===== config.mk =====
export PLATFORM = sky130hd
export DESIGN_NAME = tick_rec_player
export DESIGN_NICKNAME = d
export VERILOG_FILES = /design/src/rtl/tick_rec_player_pkg.sv /design/src/rtl/btn_sync_edge.sv /design/src/rtl/tick_rec_player.sv
export SDC_FILE = /design/constraint.sdc
export NUM_CORES = 1
export LEC_CHECK = 0
export BUFFER_PORTS_ARGS = -buffer_cell sky130_fd_sc_hd__buf_2
export CAP_MARGIN = 20
export CORE_UTILIZATION = 52
export DETAILED_ROUTE_END_ITERATION = 12
export PLACE_DENSITY_LB_ADDON = 0.1
export SKIP_LAST_GASP = 1
export SLEW_MARGIN = 30
export SYNTH_ARGS = -nofsm -noshare
export SYNTH_HDL_FRONTEND = slang
export SYNTH_SLANG_ARGS = --single-unit

===== constraint.sdc =====
create_clock -name clk -period 2.4 [get_ports clk]
set_input_delay 0.24 -clock clk [delete_from_list [all_inputs] [get_ports clk]]
set_output_delay 0.24 -clock clk [all_outputs]
set_load 0.02 [all_outputs]

===== src/rtl/tick_rec_player_pkg.sv =====
// Shared types and helpers for the tick_rec_player timebase / sample recorder.
// Holds the FSM state encoding and the prescaler width helper.
package tick_rec_player_pkg;

  typedef enum logic [1:0] {
    ST_IDLE = 2'b00,
    ST_REC  = 2'b01,
    ST_PLAY = 2'b10
  } state_t;

  // The prescaler counts 0..div-1, so it needs clog2(div) bits; a divide of 1 still gets one bit.
  function automatic int unsigned div_width(input int unsigned div);
    return (div <= 2) ? 1 : $clog2(div);
  endfunction

endpackage


===== src/rtl/btn_sync_edge.sv =====
// Two-flop synchroniser followed by a rising-edge detector for one raw button.
// The pulse is high for exactly one cycle per press, however long the button is held.
module btn_sync_edge (
  input  logic clk,
  input  logic rst_n,
  input  logic raw,
  output logic pulse
);

  logic meta;
  logic sync;
  logic prev;

  always_ff @(posedge clk or negedge rst_n) begin
    if (!rst_n) begin
      meta <= 1'b0;
      sync <= 1'b0;
      prev <= 1'b0;
    end else begin
      meta <= raw;
      sync <= meta;
      prev <= sync;
    end
  end

  assign pulse = sync & ~prev;

endmodule


===== src/rtl/tick_rec_player.sv =====
// Prescaled counter with a small sample memory that can be written manually,
// filled by a timed recording, and replayed in an endless loop one slot per tick.
module tick_rec_player
  import tick_rec_player_pkg::*;
#(
  parameter int unsigned TICK_DIV = 500000,
  parameter int unsigned CNT_W    = 4,
  parameter int unsigned ADDR_W   = 3
) (
  input  logic              clk,
  input  logic              rst_n,
  input  logic              clr,
  input  logic              store,
  input  logic              rec_start,
  input  logic              play_start,
  input  logic              stop,
  input  logic [ADDR_W-1:0] man_addr,
  output logic              tick,
  output logic [CNT_W-1:0]  cnt_val,
  output logic [CNT_W-1:0]  man_data,
  output logic [CNT_W-1:0]  play_data,
  output logic [ADDR_W-1:0] play_addr,
  output logic [ADDR_W:0]   rec_len,
  output logic [1:0]        state
);

  localparam int unsigned DEPTH = 2 ** ADDR_W;
  localparam int unsigned DIV_W = div_width(TICK_DIV);

  localparam logic [DIV_W-1:0]  DIV_LAST = DIV_W'(TICK_DIV - 1);
  localparam logic [DIV_W-1:0]  DIV_ONE  = DIV_W'(1);
  localparam logic [CNT_W-1:0]  CNT_ONE  = CNT_W'(1);
  localparam logic [ADDR_W-1:0] PTR_ONE  = ADDR_W'(1);
  localparam logic [ADDR_W:0]   LEN_ONE  = (ADDR_W + 1)'(1);
  localparam logic [ADDR_W:0]   LEN_LAST = (ADDR_W + 1)'(DEPTH - 1);

  logic [DIV_W-1:0]  div_cnt;
  logic [CNT_W-1:0]  mem [DEPTH];
  logic [ADDR_W-1:0] wr_ptr;
  logic [ADDR_W-1:0] rd_ptr;

  logic store_ev;
  logic rec_ev;
  logic play_ev;
  logic stop_ev;

  state_t            cur_state;
  state_t            state_nxt;
  logic              wr_en;
  logic [ADDR_W-1:0] wr_addr;
  logic              rec_init;
  logic              rec_adv;
  logic              play_init;
  logic              play_adv;

  always_ff @(posedge clk or negedge rst_n) begin
    if (!rst_n) begin
      div_cnt <= '0;
    end else if (div_cnt == DIV_LAST) begin
      div_cnt <= '0;
    end else begin
      div_cnt <= div_cnt + DIV_ONE;
    end
  end

  assign tick = (div_cnt == DIV_LAST);

  // clr beats tick but leaves the prescaler phase untouched.
  always_ff @(posedge clk or negedge rst_n) begin
    if (!rst_n) begin
      cnt_val <= '0;
    end else if (clr) begin
      cnt_val <= '0;
    end else if (tick) begin
      cnt_val <= cnt_val + CNT_ONE;
    end
  end

  btn_sync_edge u_store_sync (.clk(clk), .rst_n(rst_n), .raw(store),      .pulse(store_ev));
  btn_sync_edge u_rec_sync   (.clk(clk), .rst_n(rst_n), .raw(rec_start),  .pulse(rec_ev));
  btn_sync_edge u_play_sync  (.clk(clk), .rst_n(rst_n), .raw(play_start), .pulse(play_ev));
  btn_sync_edge u_stop_sync  (.clk(clk), .rst_n(rst_n), .raw(stop),       .pulse(stop_ev));

  always_ff @(posedge clk or negedge rst_n) begin
    if (!rst_n) begin
      cur_state <= ST_IDLE;
    end else begin
      cur_state <= state_nxt;
    end
  end

  always_comb begin
    state_nxt = cur_state;
    wr_en     = 1'b0;
    wr_addr   = man_addr;
    rec_init  = 1'b0;
    rec_adv   = 1'b0;
    play_init = 1'b0;
    play_adv  = 1'b0;
    unique case (cur_state)
      ST_IDLE: begin
        if (store_ev) begin
          wr_en = 1'b1;
        end
        if (rec_ev) begin
          state_nxt = ST_REC;
          rec_init  = 1'b1;
        end else if (play_ev && (rec_len != '0)) begin
          state_nxt = ST_PLAY;
          play_init = 1'b1;
        end
      end
      ST_REC: begin
        // A stop arriving with a tick suppresses that tick's write.
        if (stop_ev) begin
          state_nxt = ST_IDLE;
        end else if (tick) begin
          wr_en   = 1'b1;
          wr_addr = wr_ptr;
          rec_adv = 1'b1;
          if (rec_len == LEN_LAST) begin
            state_nxt = ST_IDLE;
          end
        end
      end
      ST_PLAY: begin
        if (stop_ev) begin
          state_nxt = ST_IDLE;
        end else if (tick) begin
          play_adv = 1'b1;
        end
      end
      default: begin
        state_nxt = ST_IDLE;
      end
    endcase
  end

  always_ff @(posedge clk or negedge rst_n) begin
    if (!rst_n) begin
      for (int i = 0; i < DEPTH; i++) begin
        mem[i] <= '0;
      end
    end else if (wr_en) begin
      mem[wr_addr] <= cnt_val;
    end
  end

  assign man_data = mem[man_addr];

  always_ff @(posedge clk or negedge rst_n) begin
    if (!rst_n) begin
      wr_ptr  <= '0;
      rec_len <= '0;
    end else if (rec_init) begin
      wr_ptr  <= '0;
      rec_len <= '0;
    end else if (rec_adv) begin
      wr_ptr  <= wr_ptr + PTR_ONE;
      rec_len <= rec_len + LEN_ONE;
    end
  end

  // Playback loops over the recorded slots only, not the whole memory.
  always_ff @(posedge clk or negedge rst_n) begin
    if (!rst_n) begin
      rd_ptr    <= '0;
      play_data <= '0;
      play_addr <= '0;
    end else if (play_init) begin
      rd_ptr <= '0;
    end else if (play_adv) begin
      play_data <= mem[rd_ptr];
      play_addr <= rd_ptr;
      rd_ptr    <= ({1'b0, rd_ptr} == (rec_len - LEN_ONE)) ? '0 : (rd_ptr + PTR_ONE);
    end
  end

  assign state = cur_state;

endmodule


==> results of run 1 <==
## power breakdown
group	internal [mW]	switching [mW]	total, mW
clock network	0.538	0.503	1.04
registers	1.47	0.0148	1.48
logic	0.0531	0.0806	0.134
total	2.06	0.598	2.66
## timing repair
| item | CTS | global route |
|---|---|---|
| setup buffers | 0 | 0 |
| hold buffers | 5 | 0 |
| endpoints found under the hold margin | 53 | 0 |
## synth_stat cells (all sizes together), types with 7 or more instances
library cell  instances  area share
a21oi                 7      0.0082
buf                  11       0.011
dfrtp                86        0.51
ha                    7       0.021
mux2                 36       0.095
mux4                 16       0.085
nand2                36       0.032
nand3                15       0.019
nor2                 18       0.016
nor3                  9       0.013
o21ai                12       0.017
xnor2                14       0.029
xor2                  8       0.016
## stage by stage
| step | utilization | hold WS [ns] | setup WS [ns] |
|---|---|---|---|
| 4_1_cts | 0.616 | 0.0787 | 0.114 |
| 3_3_place_gp | 0.584 | 0.310 | 0.196 |
| 3_5_place_dp | 0.584 | 0.310 | 0.135 |
| 6_report | 0.616 | 0.0958 | 0.124 |
| 5_1_grt | 0.616 | 0.0878 | 0.0155 |
| 2_1_floorplan | - | -0.0556 | 0.267 |
## cells by family (layout without fill, tap and decap cells)
| kind of cell | Yosys count | count (layout) | share of synthesized area |
|---|---|---|---|
| adders and majority gates | 7 | 7 | 0.0206 |
| buffers and inverters | 21 | 67 | 0.0200 |
| and+or+nand+nor | 125 | 125 | 0.168 |
| DFF | 86 | 86 | 0.506 |
| muxes | 57 | 57 | 0.192 |
| AOI/OAI and AO/OA | 29 | 29 | 0.0477 |
| xor gates and xnor gates | 22 | 22 | 0.0453 |
## critical path, cell delays in order (launching register included)
cell,delay [ns]
dfrtp_1,0.39
ha_1,0.19
and3_1,0.23
nand3_1,0.15
or2_2,0.40
o22ai_1,0.41
mux2_2,0.39
## metal layers
layer,part of all wire,track usage
met1,0.50,0.333
met2,0.46,0.327
met3,0.025,0.0320
met4,0.016,0.0990
met5,0,0
## registers in the layout, indices dropped and copies added, names as in the netlist, 2 cells and up
register / flops
rd_ptr: 3
play_addr: 3
cnt_val: 4
rec_len: 4
wr_ptr: 3
state: 2
div_cnt: 19
mem: 32
play_data: 4
## area by class of cell
type | count | area share
Tap cell | 102 | 0.0265
Timing Repair Buffer | 47 | 0.0629
Clock buffer | 13 | 0.0330
Clock inverter | 3 | 0.00884
Sequential cell | 86 | 0.447
Multi-Input combinational cell | 240 | 0.418
Inverter | 4 | 0.00312
## worst max path at each step
stage | slack [ns] | depth (start not counted) | endpoint
5_1_grt | 0.02 | 6 | tick
2_1_floorplan | 0.27 | 9 | mem[12]$_DFFE_PN0P_
3_3_place_gp | 0.20 | 6 | mem[6]$_DFFE_PN0P_
6_report | 0.12 | 6 | mem[6]$_DFFE_PN0P_
4_1_cts | 0.11 | 6 | tick
3_5_place_dp | 0.13 | 6 | mem[4]$_DFFE_PN0P_
==> impl_metrics.env, run 1 <==
export IMPL_outcome="completed"
export IMPL_vdd_drop_max_uv=266
export IMPL_p_per_area_nw_per_um2=552
export IMPL_synth_avg_cell_area_um2=12.2
export IMPL_wl_per_cell_um=17.3
export IMPL_finClkSkew_ns=0.00715
export IMPL_grt_pass1_vias=2832
export IMPL_drtPass1Iterations=4
export IMPL_syn_area_um2=4250
export IMPL_clkTransAtPathRegs_ns=0.08
export IMPL_crit_path_start="div_cnt[0]$_DFF_PN0_"
export IMPL_cts_tree="built"
export IMPL_r2r_start="div_cnt[0]$_DFF_PN0_"
export IMPL_synthToLayoutAreaGrowth_pct=13.2
export IMPL_netlist_cell_type_count=48
export IMPL_layout_nets=405
export IMPL_final_common_cell="dfrtp_1"
export IMPL_cp_end_kind="flop"
export IMPL_reg2reg_to="mem[6]$_DFFE_PN0P_"
export IMPL_worstHoldPathType="in -> reg"
export IMPL_routed_wl_um=8540
export IMPL_seqCellArea_um2=2150
export IMPL_initial_core_util=0.544
export IMPL_yosys_most_used_dff="dfrtp_1"
export IMPL_period_share=0.949
export IMPL_placed_area_um2=4560
export IMPL_synth_cells=347
export IMPL_startpoint_type="flop"
export IMPL_report_final_setup_viol=0
export IMPL_synth_edf_count=0
export IMPL_mostFrequentLayoutCells="86 x dfrtp_1, 36 x mux2_2, 36 x nand2_1"
export IMPL_multi_input_area_um2=2010
export IMPL_ys_ff_latch=86
export IMPL_gp_congestion=0.794
export IMPL_fin_crit_ns=2.28
export IMPL_max_freq_ghz=0.439
export IMPL_maxCapViolations=0
export IMPL_ys_warn_count=0
export IMPL_numPortBuffers=31
export IMPL_grt_usage=0.224
export IMPL_crit_type="reg -> reg"
export IMPL_rsz0062_at_grt="false"
export IMPL_ctsResizeCount=0
export IMPL_cts_buffers=9
export IMPL_p_total_mw=2.66
export IMPL_cts_root_buf="clkbuf_8"
export IMPL_required_ns=2.64
export IMPL_fillCellCount=630
export IMPL_htreeDepth=3
export IMPL_antenna_found_initial=0
export IMPL_fp_coreArea_um2=7810
export IMPL_viasPerCell=5.75
export IMPL_critPathArrivalTime_ns=2.52
export IMPL_fin_setup_tns_ns=0
export IMPL_drt_iter0_drc=125
export IMPL_drc=0
export IMPL_num_rows=32
export IMPL_rr_worst_depth=6
export IMPL_num_vias=2846
export IMPL_fp_dieW_um=92.4
export IMPL_grt_max_degree=51
export IMPL_dpl_cell_count=474
export IMPL_hold_depth=2
export IMPL_ant_nets=0
export IMPL_holdPathEnd="cnt_val[0]$_DFFE_PN0P_"
export IMPL_p_leak_nw=2.25
export IMPL_grt_pass1_wl_um=14500
export IMPL_cts_max_path_buffers=2
export IMPL_tightest_slew_ns=0.693
export IMPL_synth_seq_area_share=0.506
export IMPL_overflow=0
export IMPL_ff2ff_setup_slack_ns=0.12
export IMPL_diodes=0
export IMPL_final_cell_count_no_fill=495
export IMPL_hold_viol=0
export IMPL_final_max_slew_viol_count=0
export IMPL_cp_max_fo=8
export IMPL_fp_dieArea_um2=8540
export IMPL_dp_hpwl_um=6040
export IMPL_design_area_um2=4810
export IMPL_ys_async_sr_fraction=1.00
export IMPL_die_y_um=92.4
export IMPL_syn_nets=364
export IMPL_min_from="clr"
export IMPL_relSlewSlack=0.534
export IMPL_num_io_pins=32
export IMPL_cts_num_sinks=86
export IMPL_drive_gt1_frac=0.303
export IMPL_clock_latency_ns=0.35
(Power assumes the default switching activity.)
==> run 2: changes to the inputs <==
ABC_AREA = 1   (was unset)
==> run 2 against run 1 <==
Critical path depth unchanged. Clock power is essentially flat. Global-route usage increased by 3.4 points. Area after synthesis up 11%. Non-clock buffer count down 7. Total power is 6.6% higher. Hold slack lost 0.034 ns. Sequential power hardly changed. Core utilization decreased by 1.9 points. Register-to-register slack improved by 0.15 ns. Sequential cell count stayed put. Count of clock-buffer cells in the layout shrank 3.
==> impl_metrics.env, run 2 <==
export IMPL_post_cts_buffers=0
export IMPL_final_common_cell="nand2_1"
export IMPL_max_stage_delay_ns=0.38
export IMPL_drive_gt1_frac=0.151
export IMPL_fin_ws_ns=0.278
export IMPL_initial_core_util=0.540
export IMPL_grt_pass1_wl_um=19300
export IMPL_synthToLayoutAreaGrowth_pct=10.7
export IMPL_critPathArrivalTime_ns=1.88
export IMPL_relSlewSlack=0.582
export IMPL_synth_top_area_share=0.455
export IMPL_ff2ff_setup_slack_ns=0.28
export IMPL_num_rows=34
export IMPL_path_buf_inv=2
export IMPL_largest_register_ffs=32
export IMPL_reg_top3="mem: 32 flops, div_cnt: 19 flops"
export IMPL_diodes=0
export IMPL_period_share=0.884
export IMPL_fp_coreArea_um2=8760
export IMPL_yosysTopAreaCell="dfrtp_1"
export IMPL_clock_latency_ns=0.36
export IMPL_fp_dieW_um=97.4
export IMPL_layout_nets=663
export IMPL_synth_seq_area_share=0.455
export IMPL_cts_max_path_buffers=2
export IMPL_overflow=0
export IMPL_num_vias=4076
export IMPL_met1_usage=0.368
export IMPL_grt_max_degree=37
export IMPL_yosys_top_cells_area="dfrtp_1 46%, nand2_1 14%, o21ai_0 6.4%"
export IMPL_p_per_area_nw_per_um2=541
export IMPL_drc=0
export IMPL_vdd_drop_max_uv=306
export IMPL_outcome="completed"
export IMPL_holdPathEnd="cnt_val[0]$_DFFE_PN0P_"
export IMPL_final_max_slew_viol_count=0
export IMPL_fillCellCount=854
export IMPL_antenna_found_initial=0
export IMPL_grt_pass1_vias=3855
export IMPL_yosys_top_cells_count="181 x nand2_1, 86 x dfrtp_1, 60 x nor2_1, 60 x o21ai_0, 59 x inv_1"
export IMPL_cts_tree="built"
export IMPL_hold_viol=0
export IMPL_synth_most_common_cell="nand2_1"
export IMPL_drt_iter0_drc=235
export IMPL_min_from="clr"
export IMPL_fin_crit_ns=2.12
export IMPL_finClkSkew_ns=0.0138
export IMPL_p_leak_nw=2.65
export IMPL_cts_hold_buf=5
export IMPL_gp_congestion=0.908
export IMPL_reg2reg_to="mem[1]$_DFFE_PN0P_"
export IMPL_ys_async_sr_fraction=1.00
export IMPL_rsz0062_at_grt="false"
export IMPL_syn_area_um2=4730
export IMPL_ant_nets=0
export IMPL_ctsResizeCount=0
export IMPL_mostFrequentLayoutCells="181 x nand2_1, 86 x dfrtp_1, 60 x o21ai_0, 60 x nor2_1, 59 x inv_1"
export IMPL_num_io_pins=32
export IMPL_rr_worst_depth=12
export IMPL_drtPass1Iterations=6
export IMPL_crit_family="simple AND/OR/NAND/NOR gates"
export IMPL_cp_max_fo=7
export IMPL_path_cells="ha_1 -> nand3_4 -> nor2_4 -> nand3_4 -> inv_1 -> buf_2"
export IMPL_die_y_um=97.4
export IMPL_cp_end_kind="output port"
export IMPL_maxCapViolations=0
export IMPL_top_usage_layer="met2"
export IMPL_routed_wl_um=11200
export IMPL_numPortBuffers=31
export IMPL_tightest_slew_ns=0.626
export IMPL_synth_avg_cell_area_um2=7.71
export IMPL_worstHoldPathType="in -> reg"
export IMPL_netlist_cell_type_count=35
export IMPL_htreeDepth=3
export IMPL_top_register="mem"
export IMPL_post_place_ws_ns=0.317
export IMPL_syn_nets=630
export IMPL_cts_buffers=9
export IMPL_clkTransAtPathRegs_ns=0.09
export IMPL_crit_type="reg -> out"
export IMPL_report_final_setup_viol=0
export IMPL_wl_per_cell_um=14.8
export IMPL_use_met3=0.0381
export IMPL_fp_dieArea_um2=9480
export IMPL_required_ns=2.16
export IMPL_startpoint_type="flop"
export IMPL_cts_num_sinks=86
export IMPL_cts_root_buf="clkbuf_8"
export IMPL_ys_warn_count=0
export IMPL_met2_usage=0.403
export IMPL_hold_depth=2
export IMPL_max_freq_ghz=0.471
export IMPL_fin_setup_tns_ns=0
export IMPL_synth_edf_count=0
export IMPL_grt_usage=0.258
export IMPL_crit_top_cell="nand3_4"
export IMPL_yosys_most_used_dff="dfrtp_1"
export IMPL_r2r_start="div_cnt[0]$_DFF_PN0_"
export IMPL_critPathSlowestCell="dfrtp_1"
export IMPL_synth_cells=613
export IMPL_viasPerCell=5.37
export IMPL_dp_hpwl_um=8160
export IMPL_ys_ff_latch=86
## run 2: cell count changes after synthesis, moves of 7 or more
cell,delta
a21oi_1,+19
buf_1,-8
clkbuf_1,+8
inv_1,+56
mux2_2,-36
mux4_2,-16
nand2_1,+145
nand2_2,+12
nor2_1,+43
nor2_2,+7
nor2_4,+9
o21ai_0,+49
xnor2_1,-13
## run 2: final cells by class
type | instances | area [um^2] | share of cell area
multi-input cells | 442 | 2250 | 0.430
clock inverters | 6 | 68.8 | 0.0132
repair buffers | 40 | 238 | 0.0454
clock buffers | 10 | 138 | 0.0263
flip-flops and latches | 86 | 2150 | 0.411
inverters | 67 | 251 | 0.0481
well taps | 108 | 135 | 0.0258
## run 2: per-layer routing
layer | share of wire | vias up
li1 | - | 2012
met1 | 0.48 | 1942
met2 | 0.46 | 107
met3 | 0.047 | 15
met4 | 0.015 | 0
met5 | 0 | -
## run 2: through the flow
step                      hold WS, ns  area [um^2]  instances  total power [mW]   util
final                          0.0615         5230        759              2.83  0.597
after global routing           0.0675         5230        759              2.95  0.597
after CTS                      0.0452         5230        759              2.87  0.597
after detailed placement        0.221         4980        738              1.79  0.568
after global placement          0.224         4980        738              1.78  0.568
after floorplan               -0.0556         4730        613              1.68      -
## run 2: kinds of logic after synthesis
group	share of synthesized area
AOI/OAI and AO/OA	0.112
xor gates and xnor gates	0.0241
adders and majority gates	0.0185
buffers and inverters	0.0691
DFF	0.455
and+or+nand+nor	0.321
## run 2: power by group
group | switching [mW] | internal [mW]
combinational | 0.200 | 0.0800
clock | 0.550 | 0.517
sequential | 0.0149 | 1.47
## run 2: worst max path at each step
stage / start / to / slack, ns / depth (start not counted)
3_5_place_dp: div_cnt[0]$_DFF_PN0_ / mem[26]$_DFFE_PN0P_ / 0.32 / 12
2_1_floorplan: div_cnt[0]$_DFF_PN0_ / mem[12]$_DFFE_PN0P_ / 0.63 / 12
6_report: div_cnt[0]$_DFF_PN0_ / tick / 0.28 / 6
3_3_place_gp: div_cnt[0]$_DFF_PN0_ / mem[25]$_DFFE_PN0P_ / 0.38 / 12
5_1_grt: div_cnt[0]$_DFF_PN0_ / mem[25]$_DFFE_PN0P_ / 0.12 / 12
4_1_cts: div_cnt[0]$_DFF_PN0_ / tick / 0.25 / 6
